==> src/rtl/switch_arbiter.sv <==
// Round-robin arbiter/sequencer for the 2-to-2 switch: grants bursts and drives the selects.
// Optional bus-release cycle after each burst when SW_ARB_TURNAROUND_EN is defined.
module switch_arbiter #(
    parameter int unsigned LEN_WIDTH = 4
) (
    input  logic                 clk,
    input  logic                 reset,
    input  logic                 req0,
    input  logic                 req1,
    input  logic                 dest0,
    input  logic                 dest1,
    input  logic [LEN_WIDTH-1:0] len0,
    input  logic [LEN_WIDTH-1:0] len1,
    output logic                 gnt0,
    output logic                 gnt1,
    output logic                 in_select,
    output logic                 out_select,
    output logic                 xfer_valid,
    output logic                 last,
    output logic                 busy
);

    typedef enum logic [1:0] {
        StIdle  = 2'd0,
        StBurst = 2'd1,
        StTurn  = 2'd2
    } state_e;

    state_e               state_q, state_d;
    logic [LEN_WIDTH-1:0] cnt_q, cnt_d;
    logic                 rr_q, rr_d;
    logic                 gnt0_q, gnt0_d;
    logic                 gnt1_q, gnt1_d;
    logic                 in_sel_q, in_sel_d;
    logic                 out_sel_q, out_sel_d;
    logic                 xfer_q, xfer_d;
    logic                 last_q, last_d;
    logic                 busy_q, busy_d;

    logic                 decide;
    logic                 any_req;
    logic                 winner;
    logic                 win_dest;
    logic [LEN_WIDTH-1:0] win_len;

    // Contention goes to the rr pointer; otherwise the lone requester wins.
    always_comb begin
        any_req  = req0 | req1;
        winner   = (req0 & req1) ? rr_q : req1;
        win_dest = winner ? dest1 : dest0;
        win_len  = winner ? len1 : len0;
    end

    always_comb begin
        state_d   = state_q;
        cnt_d     = cnt_q;
        rr_d      = rr_q;
        gnt0_d    = 1'b0;
        gnt1_d    = 1'b0;
        in_sel_d  = in_sel_q;
        out_sel_d = out_sel_q;
        xfer_d    = 1'b0;
        last_d    = 1'b0;
        busy_d    = 1'b0;
        decide    = 1'b0;

        unique case (state_q)
            StIdle: begin
                decide = 1'b1;
            end
            StBurst: begin
                if (last_q) begin
`ifdef SW_ARB_TURNAROUND_EN
                    state_d = StTurn;
                    busy_d  = 1'b1;
`else
                    decide  = 1'b1;
`endif
                end else begin
                    cnt_d  = cnt_q - LEN_WIDTH'(1);
                    last_d = (cnt_q == LEN_WIDTH'(1));
                    gnt0_d = gnt0_q;
                    gnt1_d = gnt1_q;
                    xfer_d = 1'b1;
                    busy_d = 1'b1;
                end
            end
`ifdef SW_ARB_TURNAROUND_EN
            StTurn: begin
                decide = 1'b1;
            end
`endif
            default: begin
                state_d = StIdle;
            end
        endcase

        if (decide) begin
            if (any_req) begin
                state_d   = StBurst;
                cnt_d     = win_len;
                rr_d      = ~winner;
                gnt0_d    = ~winner;
                gnt1_d    = winner;
                in_sel_d  = winner;
                out_sel_d = win_dest;
                xfer_d    = 1'b1;
                last_d    = (win_len == '0);
                busy_d    = 1'b1;
            end else begin
                state_d = StIdle;
            end
        end
    end

    always_ff @(posedge clk) begin
        if (reset) begin
            state_q   <= StIdle;
            cnt_q     <= '0;
            rr_q      <= 1'b0;
            gnt0_q    <= 1'b0;
            gnt1_q    <= 1'b0;
            in_sel_q  <= 1'b0;
            out_sel_q <= 1'b0;
            xfer_q    <= 1'b0;
            last_q    <= 1'b0;
            busy_q    <= 1'b0;
        end else begin
            state_q   <= state_d;
            cnt_q     <= cnt_d;
            rr_q      <= rr_d;
            gnt0_q    <= gnt0_d;
            gnt1_q    <= gnt1_d;
            in_sel_q  <= in_sel_d;
            out_sel_q <= out_sel_d;
            xfer_q    <= xfer_d;
            last_q    <= last_d;
            busy_q    <= busy_d;
        end
    end

    assign gnt0       = gnt0_q;
    assign gnt1       = gnt1_q;
    assign in_select  = in_sel_q;
    assign out_select = out_sel_q;
    assign xfer_valid = xfer_q;
    assign last       = last_q;
    assign busy       = busy_q;

endmodule

==> config.mk <==
export PLATFORM = sky130hd
export DESIGN_NAME = switch_arbiter
export DESIGN_NICKNAME = d
export VERILOG_FILES = /design/src/rtl/switch_arbiter.sv
export SDC_FILE = /design/constraint.sdc
export NUM_CORES = 1
export LEC_CHECK = 0
export CAP_MARGIN = 20
export CORE_MARGIN = 2
export CORE_UTILIZATION = 30
export DETAILED_ROUTE_END_ITERATION = 8
export SYNTH_ARGS = -nofsm -noshare
export SYNTH_HDL_FRONTEND = slang
export SYNTH_SLANG_ARGS = --single-unit
export TNS_END_PERCENT = 30
==> constraint.sdc <==
create_clock -name clk -period 1.48 [get_ports clk]
set_input_delay 0.222 -clock clk [delete_from_list [all_inputs] [get_ports clk]]
set_output_delay 0.222 -clock clk [all_outputs]
set_load 0.05 [all_outputs]
## After elaboration in Yosys (flattened, before gate mapping)

Cells that the tools add are included.

- Flip-flop bits (word level): 13
- Output and inout port bits: 7

- Add/subtract/negate cells: 1
- Equal/unequal tests: 3
- Muxes and demuxes: 28
- Bitwise logic cells: 3
- Reduce and logical (&&, ||, !) cells: 4

Operator list:

| kind | number |
|---|---|
| $mux 1 | 20 |
| $mux 4 | 5 |
| $eq 4x1->1 const B | 1 |
| $logic_not 4->1 | 1 |
| $mux 2 | 2 |
| $sub 4x1->4 const B | 1 |
| $eq 2x1->1 const B | 1 |
| $logic_not 2->1 | 1 |
| $ne 2x1->1 const B | 1 |
| $pmux 1 s2 | 1 |
| $reduce_and 2->1 | 1 |
| $reduce_or 2->1 | 1 |
| $and 1x1->1 | 1 |
| $not 1->1 | 1 |
| $or 1x1->1 | 1 |

## Longest topological paths before layout

- Depth after elaboration: 6
- Mapped depth: 5

## Worst setup path after synthesis

OpenSTA, ideal clock, no wires.

- Path type: reg-to-reg
- Start: register last_q (netlist: last)
- End: register gnt1_q (netlist: gnt1)
- Library setup time: 0.071 ns
- Data arrival time: 1.433 ns
- Slack: -0.024 ns
- Stages on the path, launching flop included: 5
- Path buffers: 0
- Clock period less this slack: 1.504 ns
- Cells stage by stage: dfxtp_1 > nand2b_1 > o21ai_0 > or2_2 > a21oi_1

- Longest elaborated chain between the ends: 4
- Elaborated cells between the ends (all ways): 6
- Those cells by class: mux (6)

RTL lines:

| what | RTL line | source |
|---|---|---|
| start: declaration | 37 | `logic last_q, last_d;` |
| start signal: assignment | 137 | `last_q <= last_d;` |
| $mux 1 | 72 | `if (last_q) begin` |
| $mux 1 | 67 | `unique case (state_q)` |
| $mux 1 | 99 | `if (any_req) begin` |
| $mux 1 (*) | 98 | `if (decide) begin` |
| end signal: assignment | 133 | `gnt1_q <= gnt1_d;` |
| end: declaration | 33 | `logic gnt1_q, gnt1_d;` |

Mark *: on every way between the ends. The rest lies on a longest branch, timed or not.
A chain may end at the register's enable or synchronous reset.

## Worst setup path in the final report

- Start: input req0
- End: register last_q (netlist: last)

- Longest elaborated chain between the ends: 6
- Elaborated cells between the ends (all ways): 7
- Those cells by class: mux (4); bitwise (2); reduce/logical (1)

RTL lines:

| what | RTL line | source |
|---|---|---|
| start: declaration | 8 | `input logic req0,` |
| $and 1x1->1 | 49 | `winner = (req0 & req1) ? rr_q : req1;` |
| $mux 1 | 49 |  |
| $mux 4 | 51 | `win_len = winner ? len1 : len0;` |
| $logic_not 4->1 | 108 | `last_d = (win_len == '0);` |
| $mux 1 (*) | 99 |  |
| $mux 1 (*) | 98 |  |

Marks and branches as above.

==> impl_metrics.env <==
export IMPL_antenna_found_initial=0
export IMPL_swShare=0.302
export IMPL_final_common_cell="buf_4"
export IMPL_start_kind="input pin"
export IMPL_place_hpwl_um=1150
export IMPL_synth_ff_type="dfxtp_1"
export IMPL_avgSynthCellArea_um2=8.97
export IMPL_fin_crit_sh=0.888
export IMPL_min_to="in_select"
export IMPL_cts_buffers=3
export IMPL_dr_pass1_iters=2
export IMPL_power_density_mw_per_mm2=988
export IMPL_root_buffer="clkbuf_4"
export IMPL_async_flop_share=0
export IMPL_die_w_um=48.4
export IMPL_area_delta_synth_final_pct=53.7
export IMPL_multiInputGateArea_um2=329
export IMPL_crit_arrival_ps=1480
export IMPL_seq_power_share=0.422
export IMPL_wl_per_cell_um=11.3
export IMPL_nNetsFinal=115
export IMPL_hold_class="flip-flop to flip-flop"
export IMPL_post_cts_resized=0
export IMPL_power_w=0.000898
export IMPL_synthCells=66
export IMPL_clock_skew_ps=14.1
export IMPL_cts_tree="yes"
export IMPL_cp_startpoint="req0"
export IMPL_grt_max_degree=10
export IMPL_final_cell_mix="buf_4, clkdlybuf4s50_1, dfxtp_1"
export IMPL_worst_slew_pin_slew_ps=327
export IMPL_finalMaxSlewViolations=0
export IMPL_ys_ff_latch=12
export IMPL_drt_iter0_drc=9
export IMPL_fin_area_um2=910
export IMPL_grt_overflow=0
export IMPL_hold_violations=0
export IMPL_maxCapViolCount=0
export IMPL_period_needed_ps=1310
export IMPL_start_util=0.311
export IMPL_p_leak_nw=0.389
export IMPL_ant_nets=0
export IMPL_die_y_um=48.4
export IMPL_routed_via_density=4.71
export IMPL_synth_cell_type_count=27
export IMPL_finalSetupViolations=0
export IMPL_worstPathMaxFanout=9
export IMPL_final_seq_area_um2=241
export IMPL_syn_area_um2=592
export IMPL_status="finished, final reports clean"
export IMPL_clock_sinks=12
export IMPL_ff2ff_path_depth=3
export IMPL_hold_start="in_select"
export IMPL_maxSlewHeadroom=0.781
export IMPL_power_frac_comb=0.285
export IMPL_intPower_w=0.000627
export IMPL_grtUsageTotal=0.134
export IMPL_grt_pass1_vias=586
export IMPL_fmax_mhz=761
export IMPL_grt_pass1_wl_um=2440
export IMPL_core_area_mm2=0.00190
export IMPL_io_buffers=20
export IMPL_via_count=589
export IMPL_end_kind="flip-flop"
export IMPL_ys_seq_area_frac=0.406
export IMPL_die_area_mm2=0.00234
export IMPL_io_pins=21
export IMPL_diodes=0
export IMPL_grt_setup_unrepaired="no"
export IMPL_clk_pin_slew_ps=90
export IMPL_cts_setup_buffers=0
export IMPL_drt_wl_total_um=1410
export IMPL_hold_depth=2
export IMPL_rr_endpoint="last"
export IMPL_fillers=188
export IMPL_synth_nets=82
export IMPL_place_area_um2=873
export IMPL_clkPwrFrac=0.294
export IMPL_worstSetupPathType="input pin to flip-flop"
export IMPL_max_vdd_ir_drop_v=0.000551
export IMPL_h_tree_depth=1
export IMPL_gp_congestion=0.813
export IMPL_clockBufferDepth=2
export IMPL_reg2reg_slack_ps=170
export IMPL_layout_drive_gt1_share=0.265
export IMPL_row_count=16
export IMPL_drc=0
export IMPL_r2r_start="cnt_q[0]"
export IMPL_clock_latency_ps=280
export IMPL_ctsHoldBuffers=0
export IMPL_synth_edf_count=0
export IMPL_crit_required_ps=1640
export IMPL_netSwitchingPower_w=0.000271
export IMPL_yosys_warnings=0
==> worst max-delay path by stage <==
stage / to / slack [ps] / depth (start not counted)
2_1_floorplan: gnt1 / 150 / 4
3_3_place_gp: last / -110 / 5
3_5_place_dp: last / -130 / 5
4_1_cts: last / 150 / 3
5_1_grt: cnt_q[3] / 50 / 5
6_report: last / 170 / 5
==> per-layer routing <==
metal	GRT usage	up-vias	routed length [um]
li1	-	308	-
met1	0.170	264	689
met3	0.0278	2	73
met2	0.208	15	634
met5	0	-	0
met4	0.0857	0	12
==> flip-flops by register name, summed over array words and instances (netlist names) <==
| register | cells |
|---|---|
| cnt_q | 4 |
| busy | 1 |
| gnt0 | 1 |
| gnt1 | 1 |
| in_select | 1 |
| last | 1 |
| out_select | 1 |
| rr_q | 1 |
| state_q | 1 |
==> synth_stat cells, types with 2 or more instances <==
library cell | number | area share
nor2_1 | 10 | 0.063
nor4_1 | 2 | 0.021
ha_1 | 2 | 0.042
nor3_1 | 3 | 0.025
a22oi_1 | 3 | 0.038
nand2b_1 | 2 | 0.021
nand2_1 | 2 | 0.013
inv_1 | 2 | 0.013
mux2i_1 | 5 | 0.085
a21oi_1 | 5 | 0.042
o22ai_1 | 2 | 0.021
a211oi_1 | 2 | 0.025
dfxtp_1 | 12 | 0.41
==> area by class of cell <==
cell class	instances	share of cell area
Inverter	3	0.0124
Multi-Input combinational cell	49	0.362
Clock buffer	4	0.0399
Tap cell	27	0.0371
Sequential cell	12	0.265
Timing Repair Buffer	30	0.283
==> kinds of logic after synthesis <==
group | synth area share
AOI/OAI and AO/OA | 0.209
xor gates and xnor gates | 0.0148
adders and majority gates | 0.0423
buffers and inverters | 0.0381
DFF | 0.406
muxes | 0.0846
and+or+nand+nor | 0.205
==> worst max-delay path: stages <==
cell,delay (ps)
clkdlybuf4s50_1,530
inv_2,60
o21ai_4,280
mux2i_1,280
o32ai_1,100
==> metrics by stage <==
stage / hold slack, ps / utilization / instances / TNS, ps / worst slack, ps
global route: 489 / 0.478 / 125 / 0 / 47.2
finish: 457 / 0.478 / 125 / 0 / 165
detailed placement: 448 / 0.459 / 121 / -579 / -132
CTS: 460 / 0.478 / 125 / 0 / 153
floorplan: 337 / - / 66 / 0 / 146
global placement: 448 / 0.459 / 121 / -423 / -112
==> power by group through the flow <==
stage	sequential [W]	combinational (W)	clock, W
CTS	0.000379	0.000258	0.000270
finish	0.000379	0.000256	0.000264
global route	0.000384	0.000282	0.000282
global placement	0.000385	0.000256	0
floorplan	0.000420	0.000113	0
detailed placement	0.000386	0.000257	0
(Power assumes the default switching activity.)
